==> src/rtl/bram_arb_pkg.sv <==
// bram_arb_pkg: shared types and read-latency helper for the BRAM port arbiter
package bram_arb_pkg;

    typedef logic req_id_t;

    typedef struct packed {
        logic    valid;
        req_id_t id;
    } tag_t;

    function automatic int read_latency(input int pipelined);
        return 1 + pipelined;
    endfunction

endpackage

==> src/rtl/bram_resp_fifo.sv <==
// bram_resp_fifo: synchronous response FIFO with flags and register-sourced output
module bram_resp_fifo #(
    parameter int DEPTH = 4,
    parameter int WIDTH = 32
) (
    input  logic             CLK,
    input  logic             RST,
    input  logic             push,
    input  logic [WIDTH-1:0] din,
    input  logic             pop,
    output logic [WIDTH-1:0] dout,
    output logic             full,
    output logic             empty
);
    localparam int AW = $clog2(DEPTH);

    logic [WIDTH-1:0] mem [DEPTH];
    logic [AW-1:0]    wr_ptr;
    logic [AW-1:0]    rd_ptr;
    logic [AW:0]      count;
    logic             do_push;
    logic             do_pop;

    assign full    = count == (AW+1)'(DEPTH);
    assign empty   = count == '0;
    assign do_push = push && !full;
    assign do_pop  = pop && !empty;
    assign dout    = mem[rd_ptr];

    // storage array, no reset needed since empty masks stale entries
    always_ff @(posedge CLK) begin
        if (do_push) mem[wr_ptr] <= din;
    end

    // pointers and occupancy
    always_ff @(posedge CLK) begin
        if (RST) begin
            wr_ptr <= '0;
            rd_ptr <= '0;
            count  <= '0;
        end else begin
            wr_ptr <= wr_ptr + AW'(do_push);
            rd_ptr <= rd_ptr + AW'(do_pop);
            count  <= count + (AW+1)'(do_push) - (AW+1)'(do_pop);
        end
    end

endmodule

==> src/rtl/bram_port_arbiter.sv <==
// bram_port_arbiter: round-robin two-requester sequencer for one BRAM port with credit-guarded read responses
module bram_port_arbiter
    import bram_arb_pkg::*;
#(
    parameter int ADDR_WIDTH = 9,
    parameter int DATA_WIDTH = 32,
    parameter int WE_WIDTH   = 4,
    parameter int PIPELINED  = 0,
    parameter int RESP_DEPTH = 4
) (
    input  logic                  CLK,
    input  logic                  RST,
    input  logic                  req0_valid,
    output logic                  req0_ready,
    input  logic [ADDR_WIDTH-1:0] req0_addr,
    input  logic [WE_WIDTH-1:0]   req0_we,
    input  logic [DATA_WIDTH-1:0] req0_data,
    input  logic                  req1_valid,
    output logic                  req1_ready,
    input  logic [ADDR_WIDTH-1:0] req1_addr,
    input  logic [WE_WIDTH-1:0]   req1_we,
    input  logic [DATA_WIDTH-1:0] req1_data,
    output logic                  resp0_valid,
    input  logic                  resp0_ready,
    output logic [DATA_WIDTH-1:0] resp0_data,
    output logic                  resp1_valid,
    input  logic                  resp1_ready,
    output logic [DATA_WIDTH-1:0] resp1_data,
    output logic                  ram_en,
    output logic [WE_WIDTH-1:0]   ram_we,
    output logic [ADDR_WIDTH-1:0] ram_addr,
    output logic [DATA_WIDTH-1:0] ram_din,
    input  logic [DATA_WIDTH-1:0] ram_dout
);
    localparam int LAT = read_latency(PIPELINED);
    localparam int CW  = $clog2(RESP_DEPTH + 1);

    logic [CW-1:0] out0;
    logic [CW-1:0] out1;
    req_id_t       last_grant;
    tag_t          tag_pipe [LAT];
    logic          elig0, elig1, gnt0, gnt1, rd0, rd1;
    logic          push0, push1, pop0, pop1;
    logic          full0, full1, empty0, empty1;

    // a read is only eligible while its response slot is guaranteed
    assign elig0 = !RST && req0_valid && (req0_we != '0 || out0 < CW'(RESP_DEPTH));
    assign elig1 = !RST && req1_valid && (req1_we != '0 || out1 < CW'(RESP_DEPTH));
    assign gnt0  = elig0 && (!elig1 || last_grant == 1'b1);
    assign gnt1  = elig1 && (!elig0 || last_grant == 1'b0);
    assign rd0   = gnt0 && req0_we == '0;
    assign rd1   = gnt1 && req1_we == '0;

    assign req0_ready = gnt0;
    assign req1_ready = gnt1;
    assign ram_en     = gnt0 || gnt1;
    assign ram_we     = gnt1 ? req1_we : gnt0 ? req0_we : '0;
    assign ram_addr   = gnt1 ? req1_addr : req0_addr;
    assign ram_din    = gnt1 ? req1_data : req0_data;

    assign push0       = tag_pipe[LAT-1].valid && tag_pipe[LAT-1].id == 1'b0 && !full0;
    assign push1       = tag_pipe[LAT-1].valid && tag_pipe[LAT-1].id == 1'b1 && !full1;
    assign resp0_valid = !empty0;
    assign resp1_valid = !empty1;
    assign pop0        = resp0_valid && resp0_ready;
    assign pop1        = resp1_valid && resp1_ready;

    // tag pipe follows each read through the RAM latency to steer its data
    always_ff @(posedge CLK) begin
        if (RST) begin
            tag_pipe <= '{default: '0};
        end else begin
            tag_pipe[0] <= tag_t'{rd0 || rd1, gnt1};
            for (int i = 1; i < LAT; i++) tag_pipe[i] <= tag_pipe[i-1];
        end
    end

    // outstanding-read credits and round-robin history
    always_ff @(posedge CLK) begin
        if (RST) begin
            out0       <= '0;
            out1       <= '0;
            last_grant <= 1'b1;
        end else begin
            out0 <= out0 + CW'(rd0) - CW'(pop0);
            out1 <= out1 + CW'(rd1) - CW'(pop1);
            if (ram_en) last_grant <= gnt1;
        end
    end

    bram_resp_fifo #(.DEPTH(RESP_DEPTH), .WIDTH(DATA_WIDTH)) u_fifo0 (
        .CLK(CLK), .RST(RST), .push(push0), .din(ram_dout), .pop(pop0),
        .dout(resp0_data), .full(full0), .empty(empty0)
    );

    bram_resp_fifo #(.DEPTH(RESP_DEPTH), .WIDTH(DATA_WIDTH)) u_fifo1 (
        .CLK(CLK), .RST(RST), .push(push1), .din(ram_dout), .pop(pop1),
        .dout(resp1_data), .full(full1), .empty(empty1)
    );

endmodule

==> config.mk <==
export PLATFORM = sky130hd
export DESIGN_NAME = bram_port_arbiter
export DESIGN_NICKNAME = d
export VERILOG_FILES = /design/src/rtl/bram_arb_pkg.sv /design/src/rtl/bram_resp_fifo.sv /design/src/rtl/bram_port_arbiter.sv
export SDC_FILE = /design/constraint.sdc
export NUM_CORES = 1
export LEC_CHECK = 0
export CORE_ASPECT_RATIO = 1.1
export CORE_MARGIN = 1
export CORE_UTILIZATION = 30
export CTS_BUF_LIST = sky130_fd_sc_hd__clkbuf_16
export DETAILED_ROUTE_END_ITERATION = 8
export MAX_ROUTING_LAYER = met4
export SYNTH_ARGS = -nofsm -noshare
export SYNTH_HDL_FRONTEND = slang
export SYNTH_SLANG_ARGS = --single-unit
==> constraint.sdc <==
create_clock -name CLK -period 5.37 [get_ports CLK]
set_clock_uncertainty 0.15 [all_clocks]
set_input_delay 0.537 -clock CLK [delete_from_list [all_inputs] [get_ports CLK]]
set_output_delay 0.537 -clock CLK [all_outputs]
set_load 0.005 [all_outputs]
==> results.md <==
* Syn Inst Count at 523
* Wire per inst at 19.9 um
* Hold WC Path Type: flip-flop to flip-flop
* Post-synthesis sequential area ratio at 74.1%
* Die height at 203 um
* Layout area overhead at 36.1%
* Most frequent cells in the layout: 256 x edfxtp_1, 241 x clkdlybuf4s50_1, 64 x mux4_2, 41 x mux2_2
* Clock Latency Late Sink at 0.55 ns
* Antenna violations before repair at 2
* CTS tree: built
* First-pass GRT wire length at 38,300 um
* Synth cell types at 36
* GPL Wtd Cong at about 0.82
* Drt first pass iters at 4
* Crit path kind: primary input to primary output
* Utilization after layout at 41.4%
* Maxcap violations at 0
* Gr ovfl total at 0
* PwrDens at roughly 390 nW/um^2
* Most common cell after layout, fill and taps aside: edfxtp_1
* Mapped cell area at ~11,000 um^2
* Post_cts resized at 0
* Crit end category: primary output
* # nets final at 923
* CTS Buffer Depth at 3
* Critical Path RT at 4.68 ns
* Status: finished clean
* Lkg Pwr at 4.90 nW
* CTS H-tree depth at 1
* Max frequency at 259 MHz
* Total global-route track usage at between 10% and 20%
* Syn avg cell area at 21.0 um^2
* Max-Slew Margin vs Limit at 27.0%
* Start point of the critical path: req1_we[0]
* Die Area at approximately 37,000 um^2
* Largest net degree at the start of global routing at 45
* Reg2Reg Launch Point: u_fifo0.count[1]
* Final Hold Vio Count at 0
* Vias at 5,858
* DR DRC count at 0
* Final-report max-slew violation count at 0
* Initial Util at 30.5%
* Startpoint type of the worst setup path: primary input
* Number of top-level pins at 242
* DRT antenna net count at 0
* Vias in the first global route at about 6,500
* Maximum vdd ir drop at 0.201 mV
* Postcts setup bufs at 0
* RSZ-0062 raised after global routing: no
* Starting DRT DRC Count at 266
* Final setup fails at 0
* Cell row count at 73
* Final worst path period share at 71.9%
* Register bit total from synthesis at 279
* Core area at 36,100 um^2
* Yosys warning count at 0
* Setup_tns at 0 ns
* Dpl hpwl at 16,600 um
* Layout cell share with drive strength beyond 1 at 21.0%
* Final wirelength at 25,700 um
* Sequential standard cell area at between 8000 and 9000 um^2
* Root Driver: clkbuf_16
* Num Clock Sinks at 279
* Arrival time at the worst endpoint at 3.17 ns
* IO buf count at 241
* Syn_nets at ~670
* Multi-input combinational cell area at 2680 um^2
* Filler instances at about 3,200
* Total power at approximately 0.006 W
* Crit-path max FO at 44
* CTS Buf Count at 29
* Hold Startpoint: last_grant
* Hold buffers post-CTS at 0
* Clk pin slew, worst setup/hold paths at 0.06 ns
* Slew @ Worst Pin at 1.10 ns
* Vias per std cell at 4.54
* DIE WIDTH at 184 um
* Min cycle time layout at about 3.9 ns
==> routing by layer <==
metal	wire [um]	up-vias	global-route usage (%)	share of wire (%)
met5	0	-	-	0
met4	307	0	3.30	1.2
met3	1600	25	2.42	6.3
met2	14000	258	26.8	54
met1	9790	2948	16.0	38
li1	-	2627	-	-
==> cells by family after synthesis <==
family / after synthesis / synth area share (%)
flip-flops: 279 / 74.1
adder cells (fa/ha/maj): 16 / 2.09
multiplexers: 105 / 17.3
AND/OR/NAND/NOR: 54 / 2.58
AO/OA/AOI/OAI: 14 / 1.09
XOR/XNOR: 12 / 0.956
buffers and inverters: 43 / 1.82
==> final cells by class <==
cell class / instances / share of cell area, %
clock buffer: 29 / 4.85
sequential: 279 / 54.5
antenna: 2 / 0.0335
multi-input combinational: 201 / 17.9
clock inverter: 24 / 1.56
tap: 487 / 4.07
timing repair buffer: 250 / 16.6
inverter: 18 / 0.452
==> power by group <==
part / total (W) / internal (W) / switching [W]
registers: 0.00257 / 0.00243 / 0.000139
clock network: 0.00200 / 0.00121 / 0.000790
logic: 0.00133 / 0.000864 / 0.000461
==> worst max-delay path, cell delays in order <==
cell             delay, ns
clkdlybuf4s50_1       0.43
or4_1                 0.65
o211ai_4              0.19
buf_4                 0.47
mux2_2                0.41
clkdlybuf4s50_1       0.45
==> through the flow <==
step | hold WS (ns) | setup WS, ns | instance area [um^2] | std cells
floorplan | 0.328 | 1.35 | 11000 | 523
global placement | 0.354 | 1.52 | 14000 | 1235
detailed placement | 0.356 | 1.50 | 14000 | 1235
CTS | 0.384 | 1.49 | 14900 | 1288
global route | 0.415 | 1.39 | 15000 | 1290
finish | 0.388 | 1.51 | 15000 | 1290
==> worst paths after layout <==
path / to / slack (ns) / cells after the start
max: ram_din[10] / 1.51 / 6
min reg2reg: last_grant / 0.39 / 1
max reg2reg: u_fifo0.mem[0][8] / 2.28 / 4
min: last_grant / 0.39 / 1
==> synth_stat cells <==
| library cell | n | area [um^2] |
|---|---|---|
| buf_2 | 7 | 35.0 |
| nand4_1 | 1 | 6.26 |
| or3_1 | 2 | 12.5 |
| nor4_1 | 1 | 6.26 |
| dfxtp_1 | 23 | 460 |
| nor3b_1 | 2 | 15.0 |
| a211o_1 | 1 | 8.76 |
| buf_6 | 4 | 45.0 |
| a31oi_1 | 1 | 6.26 |
| mux4_2 | 64 | 1440 |
| or2_2 | 1 | 6.26 |
| xor2_1 | 1 | 8.76 |
| fa_1 | 4 | 80.1 |
| and4_1 | 1 | 8.76 |
| and2_1 | 4 | 25.0 |
| o21ai_1 | 1 | 5.00 |
| or4_1 | 1 | 7.51 |
| nor2b_1 | 13 | 81.3 |
| buf_1 | 2 | 7.51 |
| and3_1 | 2 | 12.5 |
| o211ai_4 | 1 | 21.3 |
| nand2_1 | 6 | 22.5 |
| xnor2_1 | 11 | 96.3 |
| a311oi_1 | 1 | 8.76 |
| ha_1 | 12 | 150 |
| nor2_1 | 19 | 71.3 |
| clkbuf_1 | 12 | 45.0 |
| inv_1 | 18 | 67.6 |
| edfxtp_1 | 256 | 7690 |
| a31o_2 | 1 | 8.76 |
| o21ai_0 | 1 | 5.00 |
| and3b_1 | 1 | 8.76 |
| a21oi_1 | 1 | 5.00 |
| a21boi_0 | 1 | 7.51 |
| a32oi_1 | 5 | 43.8 |
| mux2_2 | 41 | 462 |
==> state kept, by name (all words and copies together) (netlist names) <==
signal and cells:
last_grant 1, out0 3, out1 3, tag_pipe 2, u_fifo0.count 3, u_fifo0.mem 128
u_fifo0.rd_ptr 2, u_fifo0.wr_ptr 2, u_fifo1.count 3, u_fifo1.mem 128, u_fifo1.rd_ptr 2, u_fifo1.wr_ptr 2
No activity file was read; power rests on OpenSTA's default activity.
==> edit 1: new RTL, same settings <==
Make the reset (`RST`) asynchronous in 3 clocked blocks.
--- a/src/rtl/bram_resp_fifo.sv
+++ b/src/rtl/bram_resp_fifo.sv
@@ -33,7 +33,7 @@
     end
 
     // pointers and occupancy
-    always_ff @(posedge CLK) begin
+    always_ff @(posedge CLK or posedge RST) begin
         if (RST) begin
             wr_ptr <= '0;
             rd_ptr <= '0;
--- a/src/rtl/bram_port_arbiter.sv
+++ b/src/rtl/bram_port_arbiter.sv
@@ -66,7 +66,7 @@
     assign pop1        = resp1_valid && resp1_ready;
 
     // tag pipe follows each read through the RAM latency to steer its data
-    always_ff @(posedge CLK) begin
+    always_ff @(posedge CLK or posedge RST) begin
         if (RST) begin
             tag_pipe <= '{default: '0};
         end else begin
@@ -76,7 +76,7 @@
     end
 
     // outstanding-read credits and round-robin history
-    always_ff @(posedge CLK) begin
+    always_ff @(posedge CLK or posedge RST) begin
         if (RST) begin
             out0       <= '0;
             out1       <= '0;
Function: differs if RST is asserted again (counterexample within 4 cycles, from zero or initial values and one cycle with RST high); with RST held inactive, the same outputs for 4 cycles.
==> edit 1 against the unedited design <==
Core utilization fell by 0.26 points. Synthesized area rose by 0.16%. Worst setup slack improved by 0.12 ns. Power is 4.3% higher. Design area shrank 0.38%. Via count shrank 2.8%. Wire length decreased by 2.2%. Register-to-register slack improved by 0.26 ns. Sequential cell count is the same. Sequential share of layout area up 0.99 points. Critical path depth grew 1. Critical path type unchanged. Largest cell class unchanged. Largest power group unchanged. Highest routed layer unchanged.
==> edit 1: results <==
final_layout:
  multi_input_area_share_pct: 17.5
  layout-drive-gt1-share_pct: 22.1
  fillers: 3265
  clock_area_share_pct: 5.81
  area_growth_pct: 35.3
  fin_nets: 895
  register_area_um2: 8270
placement:
  place_area_um2: 14000
  dp_slack_ns: 1.52
  dpl.hpwl_mm: 16.2
  place.gp.congestion: 0.745
  dp.cells: 1208
worst_setup_path:
  max_stage_delay_ns: 0.51
  r2r_start: "out1[2]$_DFF_PP0_"
  r2r_cells: 12
  startpoint: "req0_we[0]"
  arrival_ns: 3.05
  crit_end: "ram_din[1]"
  r2r_slack_ns: 2.54
worst_hold_path:
  holdPathEnd: "out1[0]$_DFF_PP0_"
  hold_path.startpoint: "out1[0]$_DFF_PP0_"
routing:
  num_vias: 5696
  drt_iter0_markers: 286
  viasPerCell: 4.51
  wire_per_inst_um: 19.9
  first_pass_iters: 6
yosys:
  synth.avg_cell_area_um2: 22.4
  synth_area_leaders: "edfxtp_1 70%, mux4_2 13%, dfrtp_1 5.0%"
  synthDistinctLibCells: 35
  synth_common_cells: "256 x edfxtp_1, 64 x mux4_2, 33 x mux2_2"
  syn-num-nets: 635
  ys_seq_area_share_pct: 75.1
  synth_compound_area_share_pct: 0.989
  synthAdderAreaFrac_pct: 2.09
  synth-xor-area-share_pct: 0.955
  muxShareOfSynthArea_pct: 17.6
global_routing:
  grt_pass1_vias: 6142
  grt_pass1_wl_mm: 36.7
outcome:
  outcome: "complete, no violations"
power:
  p_leak_nw: 4.97
  ir_worst_vdd_v: 0.000197
timing:
  worst_hold_slack_ns: 0.327
  fin_ws_ns: 1.63
die:
  die_area_um2: 37500
clocking:
  clk_latency_ns: 0.53
-- edit 1: changes by cell type in the layout (fill, tap and decap cells not counted), moves of 8 or more --
| cell | unedited run | this run |
|---|---|---|
| mux2_2 | 41 | 33 |
| nor2_1 | 16 | 2 |
| nor2b_1 | 13 | 0 |
| dfxtp_1 | 19 | 0 |
| mux2_4 | 0 | 8 |
| dfrtp_1 | 0 | 18 |
-- edit 1: metal layers --
| layer | part of all wire (%) | routed length (um) | GRT usage, % |
|---|---|---|---|
| met1 | 37 | 9330 | 15.0 |
| met2 | 56 | 14000 | 25.8 |
| met3 | 5.6 | 1410 | 2.37 |
| met4 | 1.5 | 367 | 4.07 |
| met5 | 0 | 0 | - |
-- edit 1: where the power goes --
part	internal [mW]	total (mW)	switching [mW]
sequential	2.46	2.70	0.245
clock	1.01	1.80	0.787
combinational	1.10	1.65	0.543
==> edit 2: new RTL, same flow settings <==
Without the edit above. The parameter `RESP_DEPTH` goes from 4 to 8.
--- a/src/rtl/bram_port_arbiter.sv
+++ b/src/rtl/bram_port_arbiter.sv
@@ -6,7 +6,7 @@
     parameter int DATA_WIDTH = 32,
     parameter int WE_WIDTH   = 4,
     parameter int PIPELINED  = 0,
-    parameter int RESP_DEPTH = 4
+    parameter int RESP_DEPTH = 8
 ) (
     input  logic                  CLK,
     input  logic                  RST,
Check against the original RTL: no difference found for any inputs over 4 cycles, from zero or initial values and one cycle with RST high; that may be too few to reach the edited logic, so the function may still have changed.
==> edit 2 against the unedited design <==
Power up 84%. Synthesized area up 96%. Design area up 80%. Maximum frequency up 0.23%. Clock power up 77%. Worst hold slack worse by 0.022 ns. Synthesized cell count up 91%. Sequential cell count up 264. Via count up 80%. Wire length up 89%. Critical path depth unchanged. Worst setup slack better by 0.0087 ns. Sequential share of layout area up 5.1 points. Core utilization down 3.4 points. Critical endpoint is now ram_din[20].
==> edit 2: results <==
final_layout:
  fin_nets: 1435
  instances_no_fill: 2255
  num-nonclk-buffers: 269
  clock_buffers: 51
  seq_share_pct: 59.6
  area_growth_pct: 25.0
  multiInputGateArea_um2: 5280
  largestRegisters: "u_fifo0.mem: 256 flops, u_fifo1.mem: 256 flops"
  num-nonclk-inverters: 28
  n_antenna_cell: 3
  buffer_area_share_pct: 9.85
  fillers: 6338
  nMultiInputCombCells: 382
  layout-drive-gt1-share_pct: 27.6
global_routing:
  grt_use_total_pct: 13.7
  grt_pass1_wl_mm: 71.4
  grt_max_degree: 66
  grt_pass1_vias: 11300
  antenna_found_initial: 3
placement:
  dp.cells: 2158
  dpl.hpwl_mm: 29.6
  place.gp.congestion: 0.801
  place_area_um2: 25200
  dp_slack_ns: 1.39
clocking:
  htreeDepth: 2
  cts_made_buffers: 51
  clk_latency_ns: 0.57
yosys:
  synth_edf_count: 512
  synth.avg_cell_area_um2: 21.5
  syn-num-nets: 1159
  synth_area_leaders: "edfxtp_1 72%, mux4_2 13%, mux2_2 5.5%"
  synth_common_cells: "512 x edfxtp_1, 128 x mux4_2, 105 x mux2_2"
  ys_seq_elements: 543
  ys_seq_area_share_pct: 74.4
  synthDistinctLibCells: 33
routing:
  drt_iter0_markers: 642
  routed_wl_mm: 48.4
worst_setup_path:
  r2r_cells: 12
  r2r_start: "last_grant$_SDFFE_PP1P_"
  reg2reg_to: "out1[2]$_SDFF_PP0_"
  arrival_ns: 3.16
  crit_end: "ram_din[20]"
timing:
  worst_hold_slack_ns: 0.366
outcome:
  outcome: "complete, no violations"
power:
  switching_share_pct: 24.3
==> edit 2: changes by cell type after synthesis, moves of 5 or more <==
cell      change
edfxtp_1    +256
mux2_2       +64
mux4_2       +64
nor2_1       +18
ha_1         +16
clkbuf_1     +13
inv_1        +10
buf_2         +8
dfxtp_1       +8
nand2b_1      +7
a21oi_1       +6
xor2_1        +5
==> edit 2: kinds of logic (layout without fill, tap and decap cells) <==
| family | count (synthesis) | after routing | share of synthesized area [%] |
|---|---|---|---|
| DFF | 543 | 543 | 74.4 |
| muxes | 233 | 233 | 18.9 |
| and+or+nand+nor | 81 | 81 | 1.80 |
| buffers and inverters | 74 | 391 | 1.52 |
| adders and majority gates | 32 | 32 | 2.00 |
| AOI/OAI and AO/OA | 22 | 22 | 0.768 |
| xor gates and xnor gates | 14 | 14 | 0.571 |
| other | 0 | 3 | 0 |
==> edit 2: routing by layer <==
metal / global-route usage (%) / share of wire [%]
met1: 16.3 / 41
met2: 23.5 / 51
met3: 2.31 / 4.5
met4: 4.73 / 3.1
met5: - / 0
